## src/rtl/hci_core_mux_ooo_credit_pkg.sv

```systemverilog
// Shared types and helpers for the credit-limited out-of-order HCI multiplexer.
package hci_mux_ooo_pkg;

  typedef enum logic [1:0] {ARB_RR, ARB_STARVE, ARB_FORCE} arb_mode_e;

  function automatic int unsigned chan_idx_w(input int unsigned nb_chan);
    return (nb_chan > 1) ? $clog2(nb_chan) : 1;
  endfunction

endpackage

```

## src/rtl/hci_core_mux_ooo_credit_tracker.sv

```systemverilog
// Per-channel bookkeeping: outstanding credits, starvation age and optional statistics.
// Optional statistics counters are built when HCI_MUX_OOO_CREDIT_STATS_EN is defined.
module hci_core_mux_ooo_credit_tracker #(
  parameter int unsigned MAX_OUTSTANDING = 4,
  parameter int unsigned STARVE_LIMIT    = 8
) (
  input  logic        clk_i,
  input  logic        rst_i,
  input  logic        clear_i,
  input  logic        eligible_i,
  input  logic        inc_i,
  input  logic        dec_i,
`ifdef HCI_MUX_OOO_CREDIT_STATS_EN
  input  logic        req_i,
  output logic [31:0] grant_cnt_o,
  output logic [31:0] stall_cnt_o,
`endif
  output logic        full_o,
  output logic        empty_o,
  output logic        underflow_o,
  output logic        starving_o
);

  localparam int unsigned OW = $clog2(MAX_OUTSTANDING + 1);
  localparam int unsigned SW = $clog2(STARVE_LIMIT + 1);

  logic [OW-1:0] outst_q, outst_d;
  logic [SW-1:0] starve_q, starve_d;

  assign full_o      = (outst_q >= OW'(MAX_OUTSTANDING));
  assign empty_o     = (outst_q == '0);
  assign underflow_o = dec_i & empty_o;
  assign starving_o  = (starve_q >= SW'(STARVE_LIMIT));

  always_comb begin
    outst_d = outst_q;
    if (inc_i && !dec_i) begin
      outst_d = outst_q + 1'b1;
    end else if (dec_i && !inc_i && !empty_o) begin
      outst_d = outst_q - 1'b1;
    end
    starve_d = starve_q;
    if (!eligible_i || inc_i) begin
      starve_d = '0;
    end else if (!starving_o) begin
      starve_d = starve_q + 1'b1;
    end
  end

  always_ff @(posedge clk_i or posedge rst_i) begin
    if (rst_i) begin
      outst_q  <= '0;
      starve_q <= '0;
    end else if (clear_i) begin
      outst_q  <= '0;
      starve_q <= '0;
    end else begin
      outst_q  <= outst_d;
      starve_q <= starve_d;
    end
  end

`ifdef HCI_MUX_OOO_CREDIT_STATS_EN
  logic [31:0] grant_cnt_q, stall_cnt_q;

  always_ff @(posedge clk_i or posedge rst_i) begin
    if (rst_i) begin
      grant_cnt_q <= '0;
      stall_cnt_q <= '0;
    end else if (clear_i) begin
      grant_cnt_q <= '0;
      stall_cnt_q <= '0;
    end else begin
      if (inc_i) grant_cnt_q <= grant_cnt_q + 32'd1;
      if (req_i && !inc_i && (stall_cnt_q != '1)) stall_cnt_q <= stall_cnt_q + 32'd1;
    end
  end

  assign grant_cnt_o = grant_cnt_q;
  assign stall_cnt_o = stall_cnt_q;
`endif

endmodule

```

## src/rtl/hci_core_mux_ooo_credit.sv

```systemverilog
// N-to-1 out-of-order HCI mux with per-channel credits, round-robin and starvation escalation.
// Define HCI_MUX_OOO_CREDIT_STATS_EN to add per-channel grant/stall counters.
module hci_core_mux_ooo_credit
  import hci_mux_ooo_pkg::*;
#(
  parameter int unsigned NB_CHAN         = 4,
  parameter int unsigned MAX_OUTSTANDING = 4,
  parameter int unsigned STARVE_LIMIT    = 8,
  parameter int unsigned DW              = 32,
  parameter int unsigned AW              = 32,
  parameter int unsigned UW              = 1,
  parameter int unsigned IW              = 4,
  parameter int unsigned EW              = 1,
  parameter int unsigned EHW             = 0,
  localparam int unsigned CW             = chan_idx_w(NB_CHAN),
  localparam int unsigned OIW            = IW + CW,
  localparam int unsigned BW             = DW / 8,
  localparam int unsigned EHWP           = (EHW > 0) ? EHW : 1
) (
  input  logic                clk_i,
  input  logic                rst_i,
  input  logic                clear_i,
  input  logic                priority_force_i,
  input  logic [CW-1:0]       priority_i    [NB_CHAN],
  input  logic [NB_CHAN-1:0]  in_req_i,
  output logic [NB_CHAN-1:0]  in_gnt_o,
  input  logic [AW-1:0]       in_add_i      [NB_CHAN],
  input  logic [NB_CHAN-1:0]  in_wen_i,
  input  logic [DW-1:0]       in_data_i     [NB_CHAN],
  input  logic [BW-1:0]       in_be_i       [NB_CHAN],
  input  logic [UW-1:0]       in_user_i     [NB_CHAN],
  input  logic [IW-1:0]       in_id_i       [NB_CHAN],
  input  logic [EW-1:0]       in_ecc_i      [NB_CHAN],
  output logic [NB_CHAN-1:0]  in_r_valid_o,
  input  logic [NB_CHAN-1:0]  in_r_ready_i,
  output logic [DW-1:0]       in_r_data_o,
  output logic                in_r_opc_o,
  output logic [UW-1:0]       in_r_user_o,
  output logic [IW-1:0]       in_r_id_o,
  output logic [EW-1:0]       in_r_ecc_o,
  output logic [EHWP-1:0]     in_egnt_o     [NB_CHAN],
  output logic [EHWP-1:0]     in_r_evalid_o [NB_CHAN],
  output logic                out_req_o,
  input  logic                out_gnt_i,
  output logic [AW-1:0]       out_add_o,
  output logic                out_wen_o,
  output logic [DW-1:0]       out_data_o,
  output logic [BW-1:0]       out_be_o,
  output logic [UW-1:0]       out_user_o,
  output logic [OIW-1:0]      out_id_o,
  output logic [EW-1:0]       out_ecc_o,
  input  logic                out_r_valid_i,
  output logic                out_r_ready_o,
  input  logic [DW-1:0]       out_r_data_i,
  input  logic                out_r_opc_i,
  input  logic [UW-1:0]       out_r_user_i,
  input  logic [OIW-1:0]      out_r_id_i,
  input  logic [EW-1:0]       out_r_ecc_i,
  output logic [EHWP-1:0]     out_ereq_o,
  output logic [EHWP-1:0]     out_r_eready_o,
`ifdef HCI_MUX_OOO_CREDIT_STATS_EN
  output logic [31:0]         grant_cnt_o   [NB_CHAN],
  output logic [31:0]         stall_cnt_o   [NB_CHAN],
`endif
  output arb_mode_e           arb_mode_o,
  output logic                idle_o,
  output logic                err_o
);

  logic [NB_CHAN-1:0] full, empty, underflow, starving, eligible, dec_chan;
  logic [CW-1:0]      winner, best, rr_q, rr_d, r_chan;
  logic [CW:0]        sum, nxt;
  logic               found, r_chan_ok, drop, err_q;
  arb_mode_e          mode;

  assign eligible = in_req_i & ~full;

  always_comb begin
    winner = '0;
    best   = '0;
    found  = 1'b0;
    sum    = '0;
    mode   = ARB_RR;
    if (priority_force_i) begin
      mode = ARB_FORCE;
      for (int i = 0; i < NB_CHAN; i++) begin
        if (eligible[i] && (!found || (priority_i[i] < best))) begin
          found  = 1'b1;
          best   = priority_i[i];
          winner = CW'(i);
        end
      end
    end else if (|(eligible & starving)) begin
      mode = ARB_STARVE;
      for (int i = NB_CHAN - 1; i >= 0; i--) begin
        if (eligible[i] && starving[i]) winner = CW'(i);
      end
    end else begin
      // Descending scan so the closest eligible channel after rr_q is written last.
      for (int k = NB_CHAN - 1; k >= 0; k--) begin
        sum = {1'b0, rr_q} + (CW+1)'(k);
        if (sum >= (CW+1)'(NB_CHAN)) sum = sum - (CW+1)'(NB_CHAN);
        if (eligible[sum[CW-1:0]]) winner = sum[CW-1:0];
      end
    end
  end

  // Reset also forces the handshake signals low combinationally.
  assign out_req_o  = (|eligible) & ~rst_i;
  assign out_add_o  = in_add_i[winner];
  assign out_wen_o  = in_wen_i[winner];
  assign out_data_o = in_data_i[winner];
  assign out_be_o   = in_be_i[winner];
  assign out_user_o = in_user_i[winner];
  assign out_id_o   = {winner, in_id_i[winner]};
  assign out_ecc_o  = in_ecc_i[winner];
  assign arb_mode_o = mode;

  assign nxt  = {1'b0, winner} + 1'b1;
  assign rr_d = (out_req_o && out_gnt_i) ?
                ((nxt >= (CW+1)'(NB_CHAN)) ? '0 : nxt[CW-1:0]) : rr_q;

  assign r_chan    = out_r_id_i[OIW-1 -: CW];
  assign r_chan_ok = ({1'b0, r_chan} < (CW+1)'(NB_CHAN));
  assign drop      = out_r_valid_i & ~r_chan_ok;

  assign out_r_ready_o = r_chan_ok ? in_r_ready_i[r_chan] : 1'b1;
  assign in_r_data_o   = out_r_data_i;
  assign in_r_opc_o    = out_r_opc_i;
  assign in_r_user_o   = out_r_user_i;
  assign in_r_id_o     = out_r_id_i[IW-1:0];
  assign in_r_ecc_o    = out_r_ecc_i;

  always_comb begin
    in_gnt_o     = '0;
    in_r_valid_o = '0;
    dec_chan     = '0;
    for (int i = 0; i < NB_CHAN; i++) begin
      in_gnt_o[i]     = out_req_o & out_gnt_i & (winner == CW'(i));
      in_r_valid_o[i] = out_r_valid_i & ~rst_i & r_chan_ok & (r_chan == CW'(i));
      dec_chan[i]     = in_r_valid_o[i] & out_r_ready_o;
    end
  end

  for (genvar i = 0; i < NB_CHAN; i++) begin : g_trk
    hci_core_mux_ooo_credit_tracker #(
      .MAX_OUTSTANDING (MAX_OUTSTANDING),
      .STARVE_LIMIT    (STARVE_LIMIT)
    ) u_tracker (
      .clk_i       (clk_i),
      .rst_i       (rst_i),
      .clear_i     (clear_i),
      .eligible_i  (eligible[i]),
      .inc_i       (in_gnt_o[i]),
      .dec_i       (dec_chan[i]),
`ifdef HCI_MUX_OOO_CREDIT_STATS_EN
      .req_i       (in_req_i[i]),
      .grant_cnt_o (grant_cnt_o[i]),
      .stall_cnt_o (stall_cnt_o[i]),
`endif
      .full_o      (full[i]),
      .empty_o     (empty[i]),
      .underflow_o (underflow[i]),
      .starving_o  (starving[i])
    );
  end

  if (EHW > 0) begin : g_ecc
    for (genvar i = 0; i < NB_CHAN; i++) begin : g_ch
      assign in_egnt_o[i]     = {EHWP{in_gnt_o[i]}};
      assign in_r_evalid_o[i] = {EHWP{in_r_valid_o[i]}};
    end
    assign out_ereq_o     = {EHWP{out_req_o}};
    assign out_r_eready_o = {EHWP{out_r_ready_o}};
  end else begin : g_no_ecc
    for (genvar i = 0; i < NB_CHAN; i++) begin : g_ch
      assign in_egnt_o[i]     = '1;
      assign in_r_evalid_o[i] = '0;
    end
    assign out_ereq_o     = '0;
    assign out_r_eready_o = '1;
  end

  always_ff @(posedge clk_i or posedge rst_i) begin
    if (rst_i) begin
      rr_q  <= '0;
      err_q <= 1'b0;
    end else if (clear_i) begin
      rr_q  <= '0;
      err_q <= 1'b0;
    end else begin
      rr_q  <= rr_d;
      err_q <= err_q | drop | (|underflow);
    end
  end

  assign idle_o = &empty;
  assign err_o  = err_q;

endmodule

```

## config.mk

```make
export PLATFORM = sky130hd
export DESIGN_NAME = hci_core_mux_ooo_credit
export DESIGN_NICKNAME = d
export VERILOG_FILES = /design/src/rtl/hci_core_mux_ooo_credit_pkg.sv /design/src/rtl/hci_core_mux_ooo_credit_tracker.sv /design/src/rtl/hci_core_mux_ooo_credit.sv
export SDC_FILE = /design/constraint.sdc
export NUM_CORES = 1
export LEC_CHECK = 0
export CAP_MARGIN = 5
export CORE_AREA = 2 2 193 195
export CTS_BUF_LIST = sky130_fd_sc_hd__clkbuf_4
export CTS_CLUSTER_DIAMETER = 80
export DETAILED_ROUTE_END_ITERATION = 7
export DIE_AREA = 0 0 195 197
export PLACE_DENSITY = 0.54
export SETUP_SLACK_MARGIN = 0.15
export SLEW_MARGIN = 20
export SYNTH_ARGS = -nofsm -noshare
export SYNTH_HDL_FRONTEND = slang
export SYNTH_SLANG_ARGS = --single-unit
```

## constraint.sdc

```tcl
create_clock -name clk_i -period 13.14 [get_ports clk_i]
set_input_delay 2.628 -clock clk_i [delete_from_list [all_inputs] [get_ports clk_i]]
set_output_delay 2.628 -clock clk_i [all_outputs]
set_load 0.02 [all_outputs]
```

==> impl_results.md, run 1 <==
* Status: finished with violations
* Clock buffer depth at 2
* Post-CTS sizing at 0
* Endpoints failing setup at 0
* Pin count of the biggest net entering global routing at 87
* Number of CTS-inserted buffers at 5
* Clk pwr share at 2.9%
* CTS H-tree lvls at 2
* Non-filler instance count after layout at 1,553
* Clk_lat worst skew at 0.32 ns
* Synth cell count leaders: 151 x mux2_2, 150 x a222oi_1, 79 x mux2i_1, 57 x buf_4, 39 x buf_2
* Die H at 197 um
* Reg2Reg Launch Point: g_trk[0].u_tracker.outst_q[2]
* Die W at 195 um
* Synthesized instance count at 779
* Worst-path fanout max at 62
* RSZ-0062 raised after global routing: no
* Final hold violation count at 0
* P per Cell Area at 163.4 mW/mm2
* Clk_skew at 0.01009 ns
* Hold Crit Class: register to register
* Placed Cells at 1,544
* Vias in the first global route at 7,960
* Tmin final at 11.91 ns
* Drt pass-1 iters at 8
* Mapped Area at 0.007102 mm2
* Area contributors post-synth: mux2_2 24%, a222oi_1 21%, mux2i_1 11%
* Grt ovf at 0
* Critical path class: input pin to primary output
* Top cell type's share of synthesized area at 23.94%
* Drt via density at 5.252
* Iteration-0 DRC Markers at 1,130
* Peak VDD IR at 0.09977 mV
* DP HPWL at 23,480 um
* Seq cells post-synth at 31
* Max-cap viol count at 0
* Number of buffers added for setup after CTS at 0
* Distinct cell type count after synthesis at 53
* DR WL/cell at 20.00 um
* Clock slew at reported path FFs at 0.10 ns
* Yosys warning count at 0
* Area Growth Syn to Fin at 58.62%
* Failing checks: DRC
* Worst EP arrival at 9.28 ns
* Total Power at 1.841 mW
* Max Slew Vio Count at 0
* Async SR Flop Fraction at 100.0%
* Worst hold endpoint: g_trk[0].u_tracker.starve_q[2]
* Die area at 0.03842 mm2
* Row count at 70
* R2R Setup Slk at 6.29 ns
* R2r endpoint: g_trk[3].u_tracker.outst_q[2]
* Root buffer cell: clkbuf_4
* Leakage power at 4.268 nW
* Vias post-DR at 8,157
* Gr usage total at 14.79%
* Drt drc at 24
* Initial antenna violation count at 1
* Headroom to the max-slew limit at 28.98%
* Seq/Total Area, Yosys at 10.92%
* Internal power at 0.9541 mW
* CTS tree: yes
* CP endpoint kind: primary output
* Ys flop type: dfrtp_1
* Routability congestion estimate at 0.8184
* Psw at 0.8870 mW
* CP required at 10.51 ns
* Cell taking the most area after synthesis: mux2_2
* Total negative slack at 0 ns
* HP Start: g_trk[0].u_tracker.starve_q[2]
* Combinational power share at 89.8%
* Antenna-violating nets left at 0
* Port bufs at 414
* Initial Util at 19.59%
* FMAX at 83.97 MHz
* Syn avg cell area at 9.117 um2
* Sequential share of power at 7.3%
* Final worst path period share at 90.63%
* Cts hold-fix bufs at 0
* First-pass GRT wire length at 45,970 um
* CTS Sinks at 31
* Total wire length at 31,060 um
* Share of cells above drive strength 1 at 16.70%
* Hold depth at 2
* Count leader, synth: mux2_2
* Worst slew pin tran at 1.065 ns
* I/O Pins at 503
* Core Region at 0.03626 mm2
* CP Launch Type: input pin
* R2R cell count at 27
* Post-synth EDFFs at 0
* Nets at 1,466
* Switch share at 48.18%
## worst max-delay path, cell delays in order
cell             delay [ns]
clkdlybuf4s50_1        0.49
nor2b_1                0.68
nand2_1                0.13
ha_1                   0.32
a21oi_1                0.06
o21ai_0                0.30
a31oi_1                0.17
ha_1                   0.28
or3_1                  0.40
a21oi_2                0.18
nor2_1                 0.09
nand2_1                0.06
o21ai_0                0.09
ha_1                   0.32
nor2_1                 0.07
a211oi_1               0.20
nand3_1                0.14
a311oi_2               0.46
and2_4                 0.62
buf_12                 0.33
a222oi_1               0.16
mux2i_1                0.33
clkdlybuf4s50_1        0.68
## cells in the final DEF, fill, tap and decap left out, types with 5 or more instances in the layout
| master | count |
|---|---|
| a21oi_1 | 5 |
| buf_12 | 5 |
| nand2_1 | 19 |
| nor2_1 | 37 |
| clkdlybuf4s50_1 | 414 |
| conb_1 | 10 |
| inv_1 | 22 |
| dfrtp_1 | 31 |
| nor3_1 | 8 |
| clkbuf_4 | 5 |
| nor2b_1 | 11 |
| ha_1 | 16 |
| and3_1 | 11 |
| or3_1 | 8 |
| buf_4 | 7 |
| mux2i_1 | 79 |
| o21ai_0 | 18 |
| xor2_1 | 8 |
| a222oi_1 | 150 |
| mux2_2 | 151 |
| a31oi_1 | 9 |
## cells by family after synthesis
| kind of cell | share of synthesized area [%] |
|---|---|
| muxes | 35.39 |
| and+or+nand+nor | 8.334 |
| AOI/OAI and AO/OA | 26.71 |
| xor gates and xnor gates | 1.480 |
| adders and majority gates | 3.946 |
| DFF | 10.92 |
| buffers and inverters | 13.11 |
| other | 0.1057 |
## power by group through the flow
stage          Clock [mW]  Combinational, mW  Sequential (mW)
4_1_cts            0.0567               1.67            0.134
3_3_place_gp            0               1.65            0.136
2_1_floorplan           0               1.08            0.130
5_1_grt            0.0618               1.77            0.138
6_report           0.0530               1.65            0.134
3_5_place_dp            0               1.66            0.136
## state kept, by name, indices dropped and copies added, names as in the netlist
register	flops
g_trk.u_tracker.starve_q	16
g_trk.u_tracker.outst_q	12
rr_q	2
err_o	1
## final cells by class
type,count,area (um2)
Inverter,23,88.84
Clock inverter,3,15.01
Timing Repair Buffer,426,4297
Sequential cell,31,775.7
Fill cell,3826,25000
Tap cell,468,585.6
Antenna cell,1,2.502
Multi-Input combinational cell,596,5463
Clock buffer,5,37.54
## stage by stage
step | area [um2] | util, % | setup WS [ns] | hold WS [ns]
final | 11260 | 31.07 | 1.232 | 0.5555
after global routing | 11260 | 31.07 | 0.7412 | 0.5811
after detailed placement | 11210 | 30.91 | 1.290 | 0.5431
after CTS | 11260 | 31.06 | 1.284 | 0.5656
after floorplan | 7132 | - | 3.524 | 0.5086
after global placement | 11210 | 30.91 | 1.374 | 0.5342
## layer usage
metal	global-route usage, %	routed length (um)
met5	0	0
met4	2.686	428
met3	3.542	2858
met2	26.08	15080
met1	18.42	12690
## worst max-delay path by stage
stage                start              to  slack [ns]  depth (start not counted)
4_1_cts        in_req_i[0]  out_data_o[14]        1.28                         23
5_1_grt        in_req_i[0]  out_data_o[14]        0.74                         24
2_1_floorplan  in_req_i[0]     in_gnt_o[3]        3.52                         27
6_report       in_req_i[0]  out_data_o[14]        1.23                         23
3_3_place_gp   in_req_i[0]  out_data_o[14]        1.37                         24
3_5_place_dp   in_req_i[0]  out_data_o[14]        1.29                         24
Power figures use the tool's default switching activity.
==> run 2, diff against run 1 <==
--- a/config.mk
+++ b/config.mk
@@ -5,6 +5,7 @@
 export SDC_FILE = /design/constraint.sdc
 export NUM_CORES = 1
 export LEC_CHECK = 0
+export ABC_CLOCK_PERIOD_IN_PS = 13140
 export CAP_MARGIN = 5
 export CORE_AREA = 2 2 193 195
 export CTS_BUF_LIST = sky130_fd_sc_hd__clkbuf_4
==> results of run 2 <==
No change in the layout: final DEF, timing and power equal those of run 1.
